[src/rtl/riscv_test_monitor_pkg.sv]
// Shared constants and encodings for the riscv-tests end-of-test monitor.
// Benches import this package for the halt encoding and result codes.
package riscv_test_monitor_pkg;

    localparam logic [31:0] ECALL_INST_DEFAULT = 32'h0000_0073;
    localparam logic [4:0]  GP_REG_IDX         = 5'd3;

    typedef enum logic [1:0] {
        MON_RUN   = 2'd0,
        MON_DRAIN = 2'd1,
        MON_DONE  = 2'd2
    } mon_state_e;

    typedef enum logic [1:0] {
        RES_NONE    = 2'd0,
        RES_PASS    = 2'd1,
        RES_FAIL    = 2'd2,
        RES_TIMEOUT = 2'd3
    } mon_result_e;

    function automatic mon_result_e result_code(input logic done, input logic pass,
                                                input logic timeout);
        if (!done)
            return RES_NONE;
        else if (pass)
            return RES_PASS;
        else if (timeout)
            return RES_TIMEOUT;
        else
            return RES_FAIL;
    endfunction

endpackage

[src/rtl/riscv_test_monitor_pc_hang_detector.sv]
// Detects a core spinning on one PC (the usual riscv-tests self-loop halt).
// Pulses hang on the HANG_CYCLES-th consecutive non-stalled repeat of the PC.
module pc_hang_detector #(
    parameter int HANG_CYCLES = 8
) (
    input  logic        clk,
    input  logic        reset,
    input  logic [31:0] pc,
    input  logic        stall,
    input  logic        enable,
    output logic        hang
);

    localparam int HW = (HANG_CYCLES > 1) ? $clog2(HANG_CYCLES) : 1;
    localparam logic [HW-1:0] HANG_LAST = HW'(HANG_CYCLES - 1);

    logic [31:0]   prev_pc;
    logic          prev_valid;
    logic [HW-1:0] hang_cnt;
    logic          same_pc;

    // prev_valid keeps a PC of 0 right after reset from counting as a repeat
    assign same_pc = prev_valid && (pc == prev_pc);
    assign hang    = enable && !stall && same_pc && (hang_cnt == HANG_LAST);

    always_ff @(posedge clk or posedge reset) begin
        if (reset) begin
            prev_pc    <= '0;
            prev_valid <= 1'b0;
            hang_cnt   <= '0;
        end else if (enable) begin
            prev_pc    <= pc;
            prev_valid <= 1'b1;
            if (!stall) begin
                if (!same_pc)
                    hang_cnt <= '0;
                else if (hang_cnt != HANG_LAST)
                    hang_cnt <= hang_cnt + HW'(1);
            end
        end
    end

endmodule

[src/rtl/riscv_test_monitor.sv]
// End-of-test monitor: watches decode PC/inst and x3 to report pass/fail/timeout.
// State | meaning
// RUN   | program executing; watching for ecall, self-loop hang or timeout
// DRAIN | halt seen; waiting for in-flight writebacks to gp before sampling
// DONE  | result latched and held until reset
module riscv_test_monitor
    import riscv_test_monitor_pkg::*;
#(
    parameter int          TIMEOUT      = 1000,
    parameter int          DRAIN_CYCLES = 4,
    parameter int          HANG_CYCLES  = 8,
    parameter logic [31:0] ECALL_INST   = ECALL_INST_DEFAULT
) (
    input  logic        clk,
    input  logic        reset,
    input  logic [31:0] pc,
    input  logic [31:0] inst,
    input  logic        stall,
    input  logic [31:0] gp,
    output logic        done,
    output logic        pass,
    output logic        fail,
    output logic        timeout,
    output logic [30:0] test_num,
    output logic [31:0] cycles
);

    localparam int DW = (DRAIN_CYCLES > 1) ? $clog2(DRAIN_CYCLES) : 1;
    localparam logic [DW-1:0] DRAIN_LOAD   = DW'(DRAIN_CYCLES - 1);
    localparam logic [31:0]   TIMEOUT_LAST = 32'(TIMEOUT - 1);

    mon_state_e    state_q, state_d;
    logic [DW-1:0] drain_q, drain_d;
    logic [31:0]   cycles_d, cycles_inc;
    logic          done_d, pass_d, fail_d, timeout_d;
    logic [30:0]   test_num_d;
    logic          ecall_hit, hang;

    pc_hang_detector #(.HANG_CYCLES(HANG_CYCLES)) u_hang (
        .clk    (clk),
        .reset  (reset),
        .pc     (pc),
        .stall  (stall),
        .enable (state_q == MON_RUN),
        .hang   (hang)
    );

    assign ecall_hit  = !stall && (inst == ECALL_INST);
    assign cycles_inc = (cycles == 32'hFFFF_FFFF) ? cycles : cycles + 32'd1;

    always_comb begin
        state_d    = state_q;
        drain_d    = drain_q;
        cycles_d   = cycles;
        done_d     = done;
        pass_d     = pass;
        fail_d     = fail;
        timeout_d  = timeout;
        test_num_d = test_num;
        case (state_q)
            MON_RUN: begin
                cycles_d = cycles_inc;
                // a halt on the last RUN cycle still wins over the timeout
                if (ecall_hit || hang) begin
                    state_d = MON_DRAIN;
                    drain_d = DRAIN_LOAD;
                end else if (cycles == TIMEOUT_LAST) begin
                    state_d   = MON_DONE;
                    done_d    = 1'b1;
                    fail_d    = 1'b1;
                    timeout_d = 1'b1;
                end
            end
            MON_DRAIN: begin
                cycles_d = cycles_inc;
                if (drain_q == '0) begin
                    state_d = MON_DONE;
                    done_d  = 1'b1;
                    if (gp == 32'd1) begin
                        pass_d = 1'b1;
                    end else begin
                        fail_d     = 1'b1;
                        test_num_d = gp[0] ? gp[31:1] : 31'd0;
                    end
                end else begin
                    drain_d = drain_q - DW'(1);
                end
            end
            MON_DONE: ;
            default: state_d = MON_RUN;
        endcase
    end

    always_ff @(posedge clk or posedge reset) begin
        if (reset) begin
            state_q  <= MON_RUN;
            drain_q  <= '0;
            cycles   <= '0;
            done     <= 1'b0;
            pass     <= 1'b0;
            fail     <= 1'b0;
            timeout  <= 1'b0;
            test_num <= '0;
        end else begin
            state_q  <= state_d;
            drain_q  <= drain_d;
            cycles   <= cycles_d;
            done     <= done_d;
            pass     <= pass_d;
            fail     <= fail_d;
            timeout  <= timeout_d;
            test_num <= test_num_d;
        end
    end

endmodule
[config.mk]
export PLATFORM = sky130hd
export DESIGN_NAME = riscv_test_monitor
export DESIGN_NICKNAME = d
export VERILOG_FILES = /design/src/rtl/riscv_test_monitor_pkg.sv /design/src/rtl/riscv_test_monitor_pc_hang_detector.sv /design/src/rtl/riscv_test_monitor.sv
export SDC_FILE = /design/constraint.sdc
export NUM_CORES = 1
export LEC_CHECK = 0
export ABC_AREA = 1
export BUFFER_PORTS_ARGS = -buffer_cell sky130_fd_sc_hd__buf_2
export CAP_MARGIN = 20
export CORE_MARGIN = 10
export CORE_UTILIZATION = 35
export CTS_CLUSTER_DIAMETER = 40
export DETAILED_ROUTE_END_ITERATION = 8
export GPL_TIMING_DRIVEN = 0
export SLEW_MARGIN = 20
export SYNTH_ARGS = -nofsm -noshare
export SYNTH_HDL_FRONTEND = slang
export SYNTH_HIERARCHICAL = 1
export SYNTH_SLANG_ARGS = --single-unit
[constraint.sdc]
create_clock -name clk -period 2.5 [get_ports clk]
set_input_delay 0.5 -clock clk [delete_from_list [all_inputs] [get_ports clk]]
set_output_delay 0.5 -clock clk [all_outputs]
set_load 0.01 [all_outputs]
## Word-level counts from Yosys, hierarchy flattened

Index checks and enable logic that the tools add are counted.

- Add/subtract/negate cells: 3
- Bitwise gates (word level): 5
- Reductions and logical operators: 20
- Multiplexer cells: 17
- Equality and inequality tests: 17

Operators with widths:

| operator | count |
|---|---|
| 32-bit by 1-bit adder with 32-bit output (second input constant) | 1 |
| 32-bit by 1-bit equality test with 1-bit output (second input constant) | 1 |
| 32-bit by 10-bit equality test with 1-bit output (second input constant) | 1 |
| 32-bit equality test | 1 |
| 32-bit equality test (second input constant) | 1 |
| 32-bit by 7-bit equality test with 1-bit output (second input constant) | 1 |
| 31-bit two-way mux | 1 |
| 3-bit AND reduction | 6 |
| 2-bit != test (second input constant) | 7 |
| 2-bit two-way mux | 5 |
| 3-bit two-way mux | 2 |
| 3-bit != test (second input constant) | 2 |
| 2-bit case mux with 3 select lines | 1 |
| 1-bit logical AND | 5 |
| 1-bit two-way mux | 5 |
| 1-bit inverter | 5 |
| 5-bit AND reduction | 1 |
| 2-bit zero test | 2 |
| 1-bit case mux with 2 select lines | 2 |
| 2-bit case mux with 2 select lines | 1 |
| 4-bit AND reduction | 1 |
| 3-bit by 1-bit adder with 3-bit output (second input constant) | 1 |
| 3-bit equality test (second input constant) | 1 |
| 2-bit by 1-bit equality test with 1-bit output (second input constant) | 1 |
| other kinds (7) | 7 |

- Output and inout port bits: 67
- Register bits after elaboration: 107
- Word-level logic and storage cells: 73
- Bits of input ports: 99

## Depth between registers and ports, before layout

- Depth after elaboration: 7
- Depth in mapped cells: 16
- Mapped depth without buffers: 16

## By module

Netlist, hierarchy kept.

By module, submodules not included:

| module | cells an instance | area each (sq um) | seq. area each (sq um) | instances |
|---|---|---|---|---|
| riscv_test_monitor | 580 | 4023.9 | 1776.7 | 1 |
| pc_hang_detector | 353 | 2218.4 | 900.9 | 1 |

## Worst setup path after synthesis

No wires, ideal clock.

- Kind: reg2reg
- Start point: register cycles[1]
- End point: register cycles[3]
- Setup time: 0.120 ns
- Stages on the path, launching flop included: 11
- Data arrival time: 1.567 ns
- Path slack: 0.812 ns
- Path through: dfrtp_1 ha_1 inv_2 nor2_2 nand2_2 nor2_4 a21oi_1 buf_6 buf_6 nand3b_1 nand2_1

- Longest elaborated chain between the ends: 3
- Elaborated cells on any way between the ends: 4
- Those cells by class: 1 x add/sub; 1 x eq/ne; 1 x bitwise; 1 x reduce/logical

Ends and longest elaborated chain:

| what | RTL line | text |
|---|---|---|
| start, declared | riscv_test_monitor.sv:25 | `output logic [31:0] cycles` |
| start signal, assigned | riscv_test_monitor.sv:107 | `cycles <= cycles_d;` |
| branches (longest 3 deep; another with 32-bit by 1-bit adder with 32-bit output) | -- |  |

Several ways; the timed one is not identified.
A chain may end at the register's enable or synchronous reset.

## Final worst setup path

- Start point: register state_q[1]
- End point: register drain_q[1]

- Longest elaborated chain between the ends: 7
- Elaborated cells on any way between the ends: 11
- Those cells by class: 3 x eq/ne; 1 x mux; 7 x reduce/logical

Ends and longest elaborated chain:

| what | RTL line | text |
|---|---|---|
| start, declared | riscv_test_monitor.sv:32 | `mon_state_e state_q, state_d;` |
| start signal, assigned | riscv_test_monitor.sv:105 | `state_q <= state_d;` |
| 2-bit zero test | riscv_test_monitor.sv:44 | `.enable (state_q == MON_RUN),` |
| 1-bit logical AND (3 in series) | riscv_test_monitor_pc_hang_detector.sv:24 | `assign hang = enable && !stall && same_pc && (hang_cnt == HANG_LAST);` |
| named net hang | riscv_test_monitor.sv:37 | `logic ecall_hit, hang;` |
| 1-bit logical OR | riscv_test_monitor.sv:64 | `if (ecall_hit \|\| hang) begin` |
| 2-bit != test (no source line) | -- |  |
| 3-bit AND reduction (no source line) | -- |  |
| end signal, assigned | riscv_test_monitor.sv:106 | `drain_q <= drain_d;` |
| end, declared | riscv_test_monitor.sv:33 | `logic [DW-1:0] drain_q, drain_d;` |

The timed path passes the listed nets, and every way through them passes these cells.

==> key figures <==
Layout
  – Area taken by multi-input logic gates: 3020 sq um
  – Fill cells: 1896
  – Antenna Diode Count: 0
  – Post-route cell area: 7720 sq um
  – Commonest cells after routing, fill and taps aside: nand2_1 (376), buf_2 (172), nor2_1 (123), dfrtp_1 (107), inv_1 (105)
  – Area Overhead vs Synth: 23.7%
  – Layout cells sized above 1: 20.0%
  – Most common cell after layout, fill and taps aside: nand2_1
  – FF+latch area: 2680 sq um
  – Nets: 1214

Synth
  – Yosys warnings: 6
  – Post-Synthesis Cells: 933
  – Number of synthesized flops with an enable pin: 0
  – Simple logic cell fraction of the synthesized area: 38.1%
  – Asr flop ratio synth: 100%
  – Main synth FF type: dfrtp_1
  – Synth cell types: 31
  – Avg Cell Area, Syn: 6.69 sq um
  – FF+latch count, synth: 107
  – Largest family of logic cells by synthesized area: simple AND/OR/NAND/NOR gates
  – Synth Area in Adders: 0.802%
  – Synth Area in XOR/XNOR: 2.10%
  – Register area share after synthesis: 42.9%
  – Post-Syn Area: 6240 sq um
  – Synth Area in Compound Gates: 7.32%
  – Post-Syn Nets: 1036
  – Post-synthesis mux area share: 0%

Setup path
  – Critical path peak fanout: 9
  – CP cell instances: nor2_1 -> inv_1 -> nor3_1 -> inv_1 -> nand2_1 -> nand2_1 -> nand2_1 -> nand2_1 -> nand2_1
  – Crit path kind: reg2reg
  – Family with the most delay on the worst path: simple AND/OR/NAND/NOR gates
  – R2R Path Start: state_q[1]
  – Required time worst endpoint: 2.79 ns
  – Critical path startpoint: state_q[1]
  – Most used cell, CP: nand2_1
  – CP startpoint kind: flop
  – Worst path bufs/invs: 2
  – Crit path DAT: 2.38 ns
  – Worst path max stage delay: 0.54 ns
  – CP max-delay cell: nor2_1
  – Worst reg2reg setup slack: 0.41 ns
  – Critical Path End Type: flop

Power
  – Flop pwr share: 48.3%
  – Combinational power share: 9.8%
  – Pwr Density: 479 nW/um^2
  – Peak VDD IR: 0.311 mV
  – Sw Ratio: 26.7%
  – Leakage: 0.00421 uW
  – Clk pwr share: 41.9%
  – P_sw: 987 uW
  – Internal power: 2710 uW

Clock network
  – Clk slew on worst S/H paths: 0.08 ns
  – Post-CTS resize count: 0
  – Post-CTS Setup Inserts: 0
  – CTS root buffer: clkbuf_16
  – Post-CTS Hold Buffers: 0
  – H-tree lvl count: 3
  – CTS Sinks: 107
  – Total CTS buffers: 9
  – Clock buffer depth: 2
  – CTS tree: built
  – Clk_lat worst skew: 0.36 ns

GRT
  – GRT Total Usage: 16.6%
  – Vias in the first global route: 6298
  – First-pass GRT wire length: 32400 um
  – Antenna violations before repair: 0
  – Total congestion overflow: 0
  – Largest net degree at the start of global routing: 45

STA
  – RSZ-0062 raised after global routing: false
  – Period utilization: 83.6%
  – Rel. slew slack: 57.2%
  – Final worst-path setup slack: 0.409 ns
  – Slew @ Worst Pin: 0.639 ns
  – Endpoints failing hold: 0
  – Max-slew violations: 0
  – Min Tclk post-route: 2.09 ns
  – Fmax: 0.478 GHz
  – Final Skew: 0.0119 ns
  – Final setup viols: 0

Floorplanning
  – Core area: 17400 sq um
  – I/O pins: 166
  – Die span in y: 154 um
  – Initial Util: 35.8%
  – DIE WIDTH: 154 um
  – Area of the die: 23600 sq um
  – Std cell rows: 48

Placement
  – Pre-CTS setup slack: 0.312 ns
  – Placed Area: 7410 sq um
  – PortBufs: 165
  – RePlAce Congestion: 0.915
  – Dpl hpwl: 15400 um

Drt
  – DRT iter0 DRCs: 383
  – TritonRoute pass-1 iters: 5
  – Residual DRC count: 0
  – Detailed-route via count: 6253
  – Drt via density: 4.66
  – Per-cell routed wire length: 14.6 um
  – Routed Antenna Nets: 0
  – Routed Wire Length: 19600 um

Worst hold path
  – Hold crit path type: in2async

Run
  – Max Cap Viol: 0

Run status
  – Outcome: completed
power groups by stage:
stage	Sequential (uW)	Clock [uW]	Combinational, uW
floorplan	1820	0	191
global placement	1820	0	348
detailed placement	1820	0	363
CTS	1790	1600	365
global route	1790	1670	419
finish	1790	1550	362
worst paths after layout:
check                      depth (start not counted)           endpoint
setup / recovery                                   9         drain_q[1]
hold / removal                                     2         cycles[21]
setup reg to reg                                   9         drain_q[1]
hold reg to reg                                    1               pass
max in group asynchronous                          3         drain_q[0]
min in group clk                                   3  u_hang/prev_pc[9]
through the flow:
stage | utilization [%] | std cells | TNS (ns) | total power, uW | hold slack [ns]
2_1_floorplan | - | 933 | 0 | 2010 | 0.446
3_3_place_gp | 42.2 | 1323 | -63.74 | 2170 | 0.439
3_5_place_dp | 42.5 | 1325 | 0 | 2190 | 0.443
4_1_cts | 44.3 | 1341 | 0 | 3750 | 0.158
5_1_grt | 44.3 | 1341 | 0 | 3880 | 0.168
6_report | 44.3 | 1341 | 0 | 3700 | 0.155
cell families after synthesis:
family | after synthesis
simple gates | 583
fa+ha+maj | 4
flops | 107
xor+xnor | 15
buf+inv | 136
compound gates | 88
registers in the layout (all words and copies together), names as in the netlist:
name and flops:
drain_q 2, cycles 32, fail 1, u_hang/prev_valid 1, test_num 31, u_hang/hang_cnt 3
pass 1, done 1, timeout 1, state_q 2, u_hang/prev_pc 32
layout make-up:
class                           count  share of cell area, %
Sequential cell                   107                   34.7
Tap cell                          225                   3.64
Buffer                             22                   1.52
Inverter                          114                   5.57
Clock buffer                        9                   2.92
Clock inverter                      7                   1.18
Multi-Input combinational cell    690                   39.1
Timing Repair Buffer              167                   11.4
routing by layer:
metal,share of wire [%],track usage (%)
met1,45,21.5
met2,47,26.6
met3,6.5,4.44
met4,1.5,4.63
met5,0,0
synth_stat cells (3+ instances only):
cell type,instances,area share [%]
nand2_1,376,23
nor2_1,123,7.4
dfrtp_1,107,43
inv_1,107,6.4
o21ai_0,64,5.1
nand3_1,33,2.6
nand4_1,18,1.8
o21ai_1,16,1.3
clkbuf_1,10,0.60
nor3_1,10,0.80
xnor2_1,8,1.1
buf_2,7,0.56
inv_2,7,0.42
xor2_1,7,0.98
nand2_2,6,0.60
nor2_2,5,0.50
ha_1,4,0.80
nand3b_1,4,0.48
a21oi_1,3,0.24
buf_6,3,0.54
nor3_2,3,0.48
o21ai_2,3,0.42
(Power assumes the default switching activity.)
